===== src/rtl/sb_param_cfg_shadow.sv =====
// sb_param_cfg_shadow
// Switch-block routing core: NUM_OUT muxes of MUX_SIZE:1 whose selects come
// from a serial configuration chain. Bits shift into a shadow register; a
// validated commit copies the shadow into the active select register in one
// edge, so the routing never sees a half-loaded configuration.
//
// Ports
//   prog_clk    configuration clock (only clock)
//   prog_reset  asynchronous active-high reset
//   ccff_head   serial configuration data in
//   ccff_en     shift enable
//   cfg_commit  commit request
//   mux_in      mux candidates, mux k input j = mux_in[k*MUX_SIZE+j]
//   chan_out    routed outputs (0 until the first valid commit)
//   ccff_tail   serial data out to the next block in the chain
//   cfg_count   bits shifted since last commit/reset (saturating)
//   cfg_done    cfg_count == CFG_BITS
//   cfg_valid   at least one successful commit since reset
//   commit_err  one-cycle pulse after a rejected commit
//   sel_err     some active select is >= MUX_SIZE
module sb_param_cfg_shadow #(
  parameter int NUM_OUT  = 16,
  parameter int MUX_SIZE = 4,
  localparam int SEL_W    = $clog2(MUX_SIZE),
  localparam int CFG_BITS = NUM_OUT * SEL_W,
  localparam int CNT_W    = $clog2(CFG_BITS + 1)
) (
  input  logic                        prog_clk,
  input  logic                        prog_reset,
  input  logic                        ccff_head,
  input  logic                        ccff_en,
  input  logic                        cfg_commit,
  input  logic [NUM_OUT*MUX_SIZE-1:0] mux_in,
  output logic [NUM_OUT-1:0]          chan_out,
  output logic                        ccff_tail,
  output logic [CNT_W-1:0]            cfg_count,
  output logic                        cfg_done,
  output logic                        cfg_valid,
  output logic                        commit_err,
  output logic                        sel_err
);

  logic [CFG_BITS-1:0] shadow;
  logic [CFG_BITS-1:0] active;

  assign cfg_done  = (cfg_count == CNT_W'(CFG_BITS));
  assign ccff_tail = shadow[CFG_BITS-1];

  always_ff @(posedge prog_clk or posedge prog_reset) begin
    if (prog_reset) begin
      shadow     <= '0;
      active     <= '0;
      cfg_count  <= '0;
      cfg_valid  <= 1'b0;
      commit_err <= 1'b0;
    end else begin
      commit_err <= 1'b0;
      if (ccff_en) begin
        // Shift form avoids an empty slice when the chain is a single bit.
        shadow <= (shadow << 1) | CFG_BITS'(ccff_head);
        if (!cfg_done)
          cfg_count <= cfg_count + CNT_W'(1);
        // A commit overlapping a shift is rejected; the shift still happens.
        if (cfg_commit)
          commit_err <= 1'b1;
      end else if (cfg_commit) begin
        if (cfg_done) begin
          active    <= shadow;
          cfg_count <= '0;
          cfg_valid <= 1'b1;
        end else begin
          commit_err <= 1'b1;
        end
      end
    end
  end

  // Select decode compares against each legal input index, so an
  // out-of-range select simply matches nothing and the output stays 0.
  always_comb begin
    logic [SEL_W-1:0] sel;
    sel      = '0;
    chan_out = '0;
    sel_err  = 1'b0;
    for (int k = 0; k < NUM_OUT; k++) begin
      sel = active[k*SEL_W +: SEL_W];
      if (int'(sel) >= MUX_SIZE)
        sel_err = 1'b1;
      for (int j = 0; j < MUX_SIZE; j++) begin
        if (cfg_valid && (int'(sel) == j))
          chan_out[k] = mux_in[k*MUX_SIZE + j];
      end
    end
  end

endmodule

===== config.mk =====
export PLATFORM = sky130hd
export DESIGN_NAME = sb_param_cfg_shadow
export DESIGN_NICKNAME = d
export VERILOG_FILES = /design/src/rtl/sb_param_cfg_shadow.sv
export SDC_FILE = /design/constraint.sdc
export NUM_CORES = 1
export LEC_CHECK = 0
export ABC_AREA = 0
export BUFFER_PORTS_ARGS = -buffer_cell sky130_fd_sc_hd__buf_2
export CAP_MARGIN = 20
export CORE_UTILIZATION = 52
export CTS_CLUSTER_DIAMETER = 40
export DETAILED_ROUTE_END_ITERATION = 10
export GPL_ROUTABILITY_DRIVEN = 0
export PLACE_DENSITY = 0.78
export SETUP_SLACK_MARGIN = 0.3
export SYNTH_ARGS = -nofsm -noshare
export SYNTH_HDL_FRONTEND = slang
export SYNTH_SLANG_ARGS = --single-unit

===== constraint.sdc =====
create_clock -name prog_clk -period 2.72 [get_ports prog_clk]
set_clock_uncertainty 0.2 [all_clocks]
set_input_delay 0.544 -clock prog_clk [delete_from_list [all_inputs] [get_ports prog_clk]]
set_output_delay 0.544 -clock prog_clk [all_outputs]
set_load 0.03 [all_outputs]

Yosys cells after proc, flatten, opt, wreduce, memory -nomap -nowiden
Index checks and enable logic that the tools add are counted.
W data, S select, Z words.
{ "totals": {"reg_bits": 72, "input_bits": 69, "output_inout_bits": 27, "elab_cells": 214} }
{ "classes": {"addsub": 1, "n_eq_ne": 50, "muxes": 72, "n_bitwise": 2, "reduce_logical": 84} }
{ "op_table": {"columns": ["cell", "count"], "rows": [
  ["$mux W1", 68],
  ["$eq A2 B2 Y1 const B", 32],
  ["$logic_and A1 B1 Y1", 64],
  ["$eq A2 B1 Y1 const B", 16],
  ["$logic_not A2 Y1", 16],
  ["$or A32 B1 Y32", 1],
  ["$mux W6", 4],
  ["$add A6 B1 Y6 const B", 1],
  ["$eq A6 B6 Y1 const B", 1],
  ["$reduce_and A3 Y1", 2],
  ["$reduce_bool A2 Y1", 2],
  ["$ne A2 B2 Y1 const B", 1],
  ["$not A1 Y1", 1]
]} }

Longest topological paths before layout
Gate-level depths: netlist of the first run.
{ "depth": {"ltp_word": 6, "ltp_mapped": 6, "ltp_nobuf": 6} }

Worst setup path before layout of the first run
OpenSTA, ideal clock, no wires.
{ "synth_timing": {"kind": "register to output", "start": "register cfg_count[1]", "end": "output port cfg_done", "arrival_ns": 1.415, "slack_ns": 0.561, "stages_incl_launch_ff": 6, "n_path_buf": 0, "cell_sequence": "dfrtp_1 inv_1 ha_1 nor4b_4 nand2_1 inv_1"} }
{ "synth_between": {"elab_chain_len": 1} }
{ "synth_lines": {"columns": ["element", "line", "rtl"], "rows": [
  ["from (decl)", "36", "output logic [CNT_W-1:0] cfg_count,"],
  ["from (signal assigned)", "62", "cfg_count <= cfg_count + CNT_W'(1);"],
  ["$eq A6 B6 Y1", "46", "assign cfg_done = (cfg_count == CNT_W'(CFG_BITS));"],
  ["to (decl)", "37", "output logic cfg_done,"]
]} }
Every way passes these cells.

Final worst setup path of the first run
Ends and elaborated chain as after synthesis.

==> reports/metrics.yaml, run 1 <==
worst_setup_path:
  worstPathRequired_ps: 1980
  path_cells: "inv_1, ha_2, nor4b_4, nand2_2, inv_2, buf_4"
  worstSetupPathType: "reg2out"
  reg2reg_depth: 7
  cp_slowest_stage_delay_ps: 440
  cpMaxStageDelayCell: "dfrtp_2"
  cp_max_fo: 4
  r2r_end: "active[24]$_DFFE_PP0P_"
  rr_startpoint: "cfg_count[0]$_DFFE_PP0P_"
  startpoint_type: "register"
  startpoint: "cfg_count[1]$_DFFE_PP0P_"
  critPathCapture: "cfg_done"
  r2r_slack_ps: 490
  crit_arrival_ps: 1610
  endpoint_kind: "output pin"
clocking:
  numCtsBuffers: 9
  cts_tree: "built"
  htreeDepth: 3
  max-clock-path-buffers: 2
  clk_pin_slew_ps: 70
  clockRootBuffer: "clkbuf_8"
  clock_sinks: 72
  clk_latency_ps: 340
  holdBufCountCts: 0
layout:
  layout_commonest_cell: "buf_2"
  final_cells: 401
  diodes: 0
  areaGrowthSynthToFinish_pct: 23.5
  register_area_um2: 1800
  multi_input_comb_area_um2: 1530
  fin_nets: 390
  final_cell_mix: "93 x buf_2, 70 x dfrtp_1, 36 x mux2_2"
  num-fill-cells: 472
  drive_gt1_share_pct: 63.9
yosys:
  synth_cells: 214
  avgSynthCellArea_um2: 16.0
  syn_nets: 285
  synth_top_area_cell: "dfrtp_1"
  synth-seq-cells: 72
  synth-seq-area-share_pct: 52.7
  synth_area_leaders: "dfrtp_1 53%, mux2_4 13%, mux2_2 12%"
  synth_top_area_share_pct: 52.7
  synth_cell_types: 30
  syn-cell-area_um2: 3420
  yosysWarnings: 0
timing:
  layout_setup_ws_ps: 371
  rsz0062_at_grt: "no"
  setup_viol: 0
  period_share_pct: 86.4
  final.min_clock_period_ps: 2350
  max_slew.worst_pin.slew_ps: 570
  hold_ws_ps: 121
  slew_headroom_pct: 62.0
  fmax_mhz: 426
  hold_violations: 0
  tns_ps: 0
  finalMaxSlewViolations: 0
pwr:
  p_seq_share_pct: 46.6
  internal_power_mw: 2.40
  powerDensity_nw_per_um2: 838
  p_switching_mw: 1.13
  pwr-share-comb_pct: 27.6
  swShare_pct: 32.1
  power_frac_clock_pct: 25.7
  p_leak_nw: 2.15
  irDropWorstVdd_uv: 547
placement:
  port_buffers: 94
  dp_cells: 379
  post-place-ws_ps: 510
  dpl.hpwl_um: 4150
drt:
  drt_first_pass_iters: 4
  vias_per_cell: 5.34
  post_drt_wl_per_cell_um: 15.1
  drcViolationCount: 0
  wirelength_um: 6050
  antenna_left: 0
  drt_iter0_drc: 72
  vias: 2142
floorplanning:
  dieWidth_um: 83.1
  die-area_um2: 6900
  pin_count: 96
  die_h_um: 83.1
  rows: 29
  core_region_area_um2: 6350
  start_util_pct: 53.8
global_routing:
  grt_pass1_wl_um: 10300
  overflow: 0
  grt_antenna_before_repair: 0
  grt_pass1_vias: 2278
  grt_max_degree: 39
  grt_usage_pct: 18.9
run_status:
  status: "complete, no violations"
min_path:
  hold_path.class: "in2async"
flow_run:
  maxCapViolCount: 0
==> power groups by stage <==
stage               clock [mW]  sequential, mW  combinational (mW)
finish                   0.910            1.65               0.977
global route             0.979            1.70                1.06
CTS                      0.928            1.65               0.945
detailed placement           0            1.67               0.940
global placement             0            1.65               0.906
floorplan                    0            1.65               0.653
==> worst min path at each step <==
| stage | startpoint | end | slack, ps | cells after the start |
|---|---|---|---|---|
| after floorplan | active[23]$_DFFE_PP0P_ | active[23]$_DFFE_PP0P_ | 290 | 1 |
| after global placement | active[17]$_DFFE_PP0P_ | active[17]$_DFFE_PP0P_ | 310 | 1 |
| after detailed placement | active[17]$_DFFE_PP0P_ | active[17]$_DFFE_PP0P_ | 310 | 1 |
| after CTS | prog_reset | shadow[5]$_DFFE_PP0P_ | 130 | 3 |
| after global routing | prog_reset | shadow[19]$_DFFE_PP0P_ | 170 | 3 |
| final | prog_reset | shadow[19]$_DFFE_PP0P_ | 120 | 3 |
==> worst max-delay path: cells and delay by family, from the launching register on <==
family        cells  cell delay (ps)
fa+ha+maj         1              180
buf+inv           3              310
flops             1              440
simple gates      2              340
==> cell type report <==
class | count | share of cell area, %
sequential | 72 | 42.8
multi-input combinational | 126 | 36.3
timing repair buffer | 104 | 13.0
clock buffer | 13 | 3.53
tap | 77 | 2.28
clock inverter | 3 | 1.54
inverter | 6 | 0.623
==> cell families (layout without fill, tap and decap cells) <==
kind of cell | count (synthesis) | count (layout) | share of synthesized area [%]
AND/OR/NAND/NOR | 30 | 30 | 6.19
multiplexers | 81 | 81 | 35.2
XOR/XNOR | 2 | 2 | 0.513
buffers and inverters | 16 | 126 | 2.60
flip-flops | 72 | 72 | 52.7
adder cells (fa/ha/maj) | 2 | 2 | 0.732
AO/OA/AOI/OAI | 10 | 10 | 1.98
other | 1 | 1 | 0.110
==> flip-flops by register name, indices dropped and copies added, names as in the netlist <==
register    flops
commit_err      1
cfg_valid       1
active         32
cfg_count       6
shadow         32
==> repair_timing <==
item / in CTS / in global routing
pin swaps: 0 / 0
setup endpoints to repair: 1 / 2
setup buffers: 1 / 5
resized for setup: 2 / 4
==> per-stage QoR <==
stage	util (%)	instance area, um^2	power [mW]
after global routing	66.5	4220	3.74
after CTS	65.8	4180	3.53
final	66.5	4220	3.53
after global placement	62.2	3950	2.56
after detailed placement	62.2	3950	2.61
after floorplan	-	3420	2.31
==> cells in the mapped netlist, drive strengths merged <==
cell     n
nand4    2
a21boi   1
and2    17
ha       2
a21oi    1
nand2    4
mux2    65
nor3     1
buf      7
clkbuf   3
or4      1
o211ai   2
nand2b   1
conb     1
a221oi   2
mux4    16
o21ai    3
a211oi   1
nor4b    1
inv      6
xnor2    2
nand3    2
dfrtp   72
or4b     1
==> per-layer routing <==
layer	vias up	track usage (%)	wire, um
met5	-	0	0
met2	57	30.7	3090
met1	1081	23.7	2590
li1	996	-	-
met4	0	10.0	108
met3	8	4.37	255
Power figures use the tool's default switching activity.
==> run 2: changes to the inputs <==
--- a/config.mk
+++ b/config.mk
@@ -5,14 +5,14 @@
 export SDC_FILE = /design/constraint.sdc
 export NUM_CORES = 1
 export LEC_CHECK = 0
-export ABC_AREA = 0
+export ABC_AREA = 1
 export BUFFER_PORTS_ARGS = -buffer_cell sky130_fd_sc_hd__buf_2
 export CAP_MARGIN = 20
 export CORE_UTILIZATION = 52
 export CTS_CLUSTER_DIAMETER = 40
 export DETAILED_ROUTE_END_ITERATION = 10
 export GPL_ROUTABILITY_DRIVEN = 0
-export PLACE_DENSITY = 0.78
+export PLACE_DENSITY = 0.77
 export SETUP_SLACK_MARGIN = 0.3
 export SYNTH_ARGS = -nofsm -noshare
 export SYNTH_HDL_FRONTEND = slang
==> run 2 against run 1 <==
Effect of this change: the flow now finishes with violations (DRC); final cell count is 46% higher; sequential power is 18% lower; register-to-register slack better by 140 ps; maximum frequency is 3.6% higher; die area is 2.4% higher; critical endpoint unchanged; largest cell class unchanged; highest routed layer unchanged.
==> reports/metrics.yaml, run 2 <==
run_status:
  status: "finished with violations"
  violations: "DRC"
drt:
  drcViolationCount: 17  # +17
  drt_first_pass_iters: 7  # +3
  post_drt_wl_per_cell_um: 11.0  # -27%
  vias: 2891  # +35%
  antenna_left: 0  # unchanged
  drt_iter0_drc: 142  # +97%
  wirelength_um: 6460  # +6.8%
  vias_per_cell: 4.93  # -7.8%
pwr:
  power_frac_clock_pct: 25.2  # -0.5 points
  swShare_pct: 35.0  # +2.9 points
  power_mw: 2.83  # -20%
  irDropWorstVdd_uv: 517  # -5.5%
  pwr-share-comb_pct: 26.5  # -1.1 points
  powerDensity_nw_per_um2: 676  # -19%
  p_leak_nw: 1.98  # -7.5%
  p_seq_share_pct: 48.3  # +1.7 points
  internal_power_mw: 1.84  # -24%
  p_switching_mw: 0.989  # -13%
worst_setup_path:
  reg2reg_depth: 10  # +3
  worstSetupPathType: "reg2out"
  endpoint_kind: "output pin"
  startpoint_type: "register"
  crit_arrival_ps: 1520  # -90 ps
  path_cells: "inv_1, ha_1, nand2_1, inv_1, nand3_2, inv_2, buf_2"
  r2r_slack_ps: 630  # +140 ps
  cp_slowest_stage_delay_ps: 420  # -20 ps
  r2r_end: "active[2]$_DFFE_PP0P_"
  worstPathRequired_ps: 1980  # about the same
  cpMaxStageDelayCell: "dfrtp_1"
  cp_max_fo: 5  # +1
  cp_common_cell: "inv_1"
  rr_startpoint: "cfg_count[0]$_DFFE_PP0P_"
global_routing:
  grt_antenna_before_repair: 0  # unchanged
  overflow: 0  # unchanged
  grt_max_degree: 68  # +74%
  grt_usage_pct: 19.8  # +0.85 points
  grt_pass1_vias: 2695  # +18%
  grt_pass1_wl_um: 11400  # +9.9%
clocking:
  holdBufCountCts: 0  # unchanged
  max-clock-path-buffers: 2  # unchanged
  cts_tree: "built"
  numCtsBuffers: 9  # unchanged
  clk_latency_ps: 320  # -20 ps
  clock_sinks: 72  # unchanged
  post_cts_resized: 0  # -2
  htreeDepth: 3  # unchanged
  post_cts_buffers: 0  # -1
  clk_pin_slew_ps: 70  # about the same
  clockRootBuffer: "clkbuf_8"
layout:
  num-fill-cells: 541  # +15%
  fin_nets: 576  # +48%
  multi_input_comb_area_um2: 1370  # -11%
  diodes: 0  # unchanged
  areaGrowthSynthToFinish_pct: 19.3
  layout_commonest_cell: "nand2_1"
  register_area_um2: 1800  # -0.14%
  final_cells: 587  # +46%
  final_cell_mix: "117 x nand2_1, 94 x buf_2, 72 x dfrtp_1"
  drive_gt1_share_pct: 31.2  # -33 points
  reg.largest.list: "active x32, shadow x32, cfg_count x6"
floorplanning:
  core_region_area_um2: 6420  # +1.1%
  dieWidth_um: 84.1  # +1.2%
  die_h_um: 84.1  # +1.2%
  pin_count: 96  # unchanged
  start_util_pct: 54.5  # +0.72 points
  rows: 29  # unchanged
  die-area_um2: 7070  # +2.4%
placement:
  post-place-ws_ps: 667  # +157 ps
  dp_cells: 571  # +51%
  port_buffers: 94  # unchanged
  dpl.hpwl_um: 4600  # +11%
yosys:
  avgSynthCellArea_um2: 8.48  # -47%
  synth_common_cells: "117 x nand2_1, 72 x dfrtp_1, 57 x inv_1"
  synth_top_area_cell: "dfrtp_1"
  synth_area_leaders: "dfrtp_1 51%, nand2_1 13%, inv_1 6.1%"
  ys_async_sr_fraction_pct: 100  # unchanged
  syn-cell-area_um2: 3500  # +2.5%
  synth-seq-cells: 72  # unchanged
  synth_cells: 413  # +93%
  synth.most_common_cell: "nand2_1"
  syn_nets: 484  # +70%
  synth_top_area_share_pct: 51.4  # -1.3 points
  synth_flop_cell: "dfrtp_1"
  synth_cell_types: 24  # -20%
  synth_edf_count: 0  # unchanged
  yosysWarnings: 0  # unchanged
  synth-seq-area-share_pct: 51.4  # -1.3 points
timing:
  setup_viol: 0  # unchanged
  finalMaxSlewViolations: 0  # unchanged
  rsz0062_at_grt: "no"
  tns_ps: 0  # unchanged
  max_slew.worst_pin.slew_ps: 832  # +262 ps
  layout_setup_ws_ps: 451  # +80.9 ps
  hold_violations: 0  # unchanged
  hold_ws_ps: 177  # +55.9 ps
  final.min_clock_period_ps: 2270  # -80.9 ps
  fmax_mhz: 441  # +3.6%
  period_share_pct: 83.4  # -3.0 points
  slew_headroom_pct: 44.4  # -18 points
flow_run:
  maxCapViolCount: 0  # unchanged
min_path:
  hold_path.class: "in2async"
==> run 2: logic make-up after synthesis <==
kind of cell / after synthesis / synth area share (%)
AND/OR/NAND/NOR: 146 / 17.8
AO/OA/AOI/OAI: 115 / 20.0
buffers and inverters: 76 / 9.68
flip-flops: 72 / 51.4
adder cells (fa/ha/maj): 2 / 0.714
XOR/XNOR: 1 / 0.250
other: 1 / 0.107
==> run 2: power groups by stage <==
stage / registers (mW) / clock network (mW) / logic, mW
4_1_cts: 1.36 / 0.728 / 0.757
6_report: 1.36 / 0.712 / 0.749
2_1_floorplan: 1.44 / 0 / 0.468
5_1_grt: 1.39 / 0.773 / 0.833
3_5_place_dp: 1.38 / 0 / 0.757
3_3_place_gp: 1.37 / 0 / 0.730
==> run 2: stage by stage <==
step / utilization (%) / cell area [um^2]
5_1_grt: 65.1 / 4180
3_5_place_dp: 62.5 / 4010
2_1_floorplan: - / 3510
4_1_cts: 65.1 / 4180
3_3_place_gp: 62.5 / 4010
6_report: 65.1 / 4180
==> run 2: metal layers <==
layer / track usage (%) / wire (um)
met5: 0 / 0
met1: 25.5 / 3110
met2: 33.8 / 3020
met3: 3.07 / 254
met4: 7.21 / 72
==> run 2: worst max-delay path, delay by kind of cell, from the launching register on <==
| kind | cells | cell delay, ps |
|---|---|---|
| flip-flops | 1 | 420 |
| AND/OR/NAND/NOR | 2 | 140 |
| adder cells (fa/ha/maj) | 1 | 150 |
| buffers and inverters | 4 | 480 |
==> run 2: worst max path at each step <==
stage | startpoint | end | cells after the start
after floorplan | cfg_valid$_DFFE_PP0P_ | chan_out[10] | 3
after global placement | cfg_count[0]$_DFFE_PP0P_ | active[2]$_DFFE_PP0P_ | 10
after detailed placement | cfg_count[0]$_DFFE_PP0P_ | active[2]$_DFFE_PP0P_ | 10
after CTS | cfg_count[0]$_DFFE_PP0P_ | cfg_done | 7
after global routing | cfg_count[0]$_DFFE_PP0P_ | cfg_done | 7
final | cfg_count[0]$_DFFE_PP0P_ | cfg_done | 7
==> run 2: area by class of cell <==
| cell class | count | area share, % |
|---|---|---|
| Tap cell | 77 | 2.31 |
| Clock inverter | 4 | 0.479 |
| Timing Repair Buffer | 97 | 12.4 |
| Multi-Input combinational cell | 265 | 32.8 |
| Sequential cell | 72 | 43.1 |
| Clock buffer | 12 | 3.47 |
| Inverter | 60 | 5.48 |
==> run 3: changes to the inputs <==
--- a/config.mk
+++ b/config.mk
@@ -8,11 +8,11 @@
 export ABC_AREA = 1
 export BUFFER_PORTS_ARGS = -buffer_cell sky130_fd_sc_hd__buf_2
 export CAP_MARGIN = 20
-export CORE_UTILIZATION = 52
+export CORE_UTILIZATION = 47
 export CTS_CLUSTER_DIAMETER = 40
 export DETAILED_ROUTE_END_ITERATION = 10
 export GPL_ROUTABILITY_DRIVEN = 0
-export PLACE_DENSITY = 0.77
+export PLACE_DENSITY = 0.74
 export SETUP_SLACK_MARGIN = 0.3
 export SYNTH_ARGS = -nofsm -noshare
 export SYNTH_HDL_FRONTEND = slang
==> constraint.sdc (replaced) <==
create_clock -name prog_clk -period 1.9 [get_ports prog_clk]
set_clock_uncertainty 0.2 [all_clocks]
set_input_delay 0.38 -clock prog_clk [delete_from_list [all_inputs] [get_ports prog_clk]]
set_output_delay 0.38 -clock prog_clk [all_outputs]
set_load 0.03 [all_outputs]
==> run 3 against run 2 <==
Effect of this change: the run ends with setup timing left; core utilization grew 6.9 points; critical path type unchanged; clock-buffer cell count shrank 2; first-iteration DRC count shrank 20%.
==> reports/metrics.yaml, run 3 (synthesis gave the netlist of run 2 again) <==
clocking:
  numCtsBuffers: 9  # unchanged
  clk_latency_ps: 340  # +20 ps
  clockRootBuffer: "clkbuf_8"
  cts_tree: "built"
  clk_pin_slew_ps: 70  # about the same
  max-clock-path-buffers: 2  # unchanged
  htreeDepth: 3  # unchanged
  clock_sinks: 72  # unchanged
placement:
  port_buffers: 94  # unchanged
  post-place-ws_ps: 150  # -517 ps
  dpl.hpwl_um: 4650  # +1.2%
layout:
  post-route-util_pct: 72.0  # +6.9 points
  multi_input_comb_area_um2: 1690  # +23%
  final_cell_mix: "101 x nand2_1, 72 x buf_2, 65 x dfrtp_1"
  layout_commonest_cell: "nand2_1"
  fin_nets: 614  # +6.6%
  areaGrowthSynthToFinish_pct: 48.3
  drive_gt1_share_pct: 50.2  # +19 points
  register_area_um2: 1810  # +0.49%
  num-fill-cells: 539  # -0.37%
  diodes: 0  # unchanged
  reg.largest.list: "active x32, shadow x32, cfg_count x6"
drt:
  drcViolationCount: 0  # -17
  vias: 3232  # +12%
  drt_first_pass_iters: 4  # -3
  wirelength_um: 8900  # +38%
  vias_per_cell: 5.00  # +1.4%
  drt_iter0_drc: 113  # -20%
  antenna_left: 0  # unchanged
  post_drt_wl_per_cell_um: 13.8  # +25%
pwr:
  internal_power_mw: 3.22  # +75%
  power_frac_clock_pct: 27.4  # +2.2 points
  irDropWorstVdd_uv: 798  # +55%
  p_switching_mw: 1.67  # +68%
  powerDensity_nw_per_um2: 940  # +39%
  p_seq_share_pct: 40.5  # -7.8 points
  p_leak_nw: 2.38  # +20%
  pwr-share-comb_pct: 32.1  # +5.6 points
  swShare_pct: 34.1  # -0.91 points
worst_setup_path:
  r2r_end: "active[13]$_DFFE_PP0P_"
  startpoint_type: "register"
  rr_startpoint: "cfg_count[0]$_DFFE_PP0P_"
  cp_max_fo: 2  # -3
  crit_arrival_ps: 1390  # -130 ps
  r2r_slack_ps: -50  # -680 ps
  critPathCapture: "cfg_done"
  worstSetupPathType: "reg2out"
  endpoint_kind: "output pin"
  reg2reg_depth: 12  # +2
  startpoint: "cfg_count[0]$_DFFE_PP0P_"
  worstPathRequired_ps: 1320  # -660 ps
global_routing:
  grt_antenna_before_repair: 0  # unchanged
  overflow: 0  # unchanged
  grt_pass1_wl_um: 13400  # +18%
  grt_pass1_vias: 3002  # +11%
  grt_max_degree: 65  # -4.4%
  grt_usage_pct: 22.9  # +3.1 points
floorplanning:
  start_util_pct: 48.5  # -6.0 points
  pin_count: 96  # unchanged
  rows: 31  # +6.9%
  die-area_um2: 7800  # +10%
  core_region_area_um2: 7210  # +12%
  die_h_um: 88.3  # +5.1%
  dieWidth_um: 88.3  # +5.1%
timing:
  rsz0062_at_grt: "yes"
  max_slew.worst_pin.slew_ps: 537  # -295 ps
  layout_setup_ws_ps: -68.1  # -520 ps
  finalMaxSlewViolations: 0  # unchanged
  period_share_pct: 104
  slew_headroom_pct: 64.1  # +20 points
  fmax_mhz: 508
  hold_ws_ps: 75.2  # -101 ps
  final.min_clock_period_ps: 1970
  setup_viol: 10  # +10
  hold_violations: 0  # unchanged
run_status:
  status: "finished with violations"
  violations: "setup timing"
min_path:
  hold_path.class: "in2reg"
flow_run:
  maxCapViolCount: 0  # unchanged
[run 3: cell types whose count changed in the layout (fill, tap and decap cells not counted), sizes merged]
cell	change
buf	+35
clkinvlp	+1
clkinv	-1
dlygate4sd3	+1
bufinv	+2
[run 3: layer usage]
layer	track usage [%]	vias to the layer above	share of wire, %
met5	0	-	0
met4	6.01	0	1.1
met3	6.53	11	4.9
met2	41.0	93	53
met1	27.0	1540	41
li1	-	1588	-
[run 3: area by class of cell]
| class | count | area share [%] |
|---|---|---|
| repair buffers | 135 | 21.4 |
| well taps | 99 | 2.39 |
| inverters | 60 | 4.60 |
| clock inverters | 6 | 1.59 |
| flip-flops and latches | 72 | 34.9 |
| clock buffers | 10 | 2.65 |
| multi-input cells | 265 | 32.5 |
[run 3: worst min path at each step]
stage	end	depth (start not counted)	slack [ps]	from
2_1_floorplan	shadow[1]$_DFFE_PP0P_	2	250	shadow[0]$_DFFE_PP0P_
3_3_place_gp	active[4]$_DFFE_PP0P_	2	240	prog_reset
3_5_place_dp	active[5]$_DFFE_PP0P_	2	250	prog_reset
4_1_cts	shadow[0]$_DFFE_PP0P_	3	60	ccff_head
5_1_grt	shadow[0]$_DFFE_PP0P_	3	80	ccff_head
6_report	shadow[0]$_DFFE_PP0P_	3	80	ccff_head
[run 3: power groups by stage]
stage	Combinational (mW)	Clock (mW)	Sequential, mW
after floorplan	0.680	0	2.07
after detailed placement	1.09	0	1.99
final	1.57	1.34	1.98
after global routing	1.70	1.43	2.01
after CTS	1.40	1.36	1.96
after global placement	1.06	0	1.98
[run 3: repair_timing]
action / 4_1_cts / 5_1_grt
setup endpoints to repair: 53 / 60
hold buffers: 1 / 0
pin swaps: 7 / 8
resized for setup: 69 / 73
gates cloned: 7 / 1
buffers inserted: 21 / 7
hold endpoints to repair: 20 / 0
[run 3: through the flow]
stage                     total power, mW  cell area, um^2  TNS (ps)  instances
after floorplan                      2.75             3550     -1180        413
after global placement               3.04             4080         0        594
after detailed placement             3.08             4080         0        594
after CTS                            4.72             4870     -56.4        639
after global routing                 5.14             5190     -1570        647
final                                4.88             5190      -452        647
[run 3: worst max-delay path: stages, from the launching register on]
cell and delay (ps):
dfrtp_2 430, inv_2 90, ha_4 130, nand2_2 40, inv_2 80, nand3_4 80, inv_4 80, buf_6 120
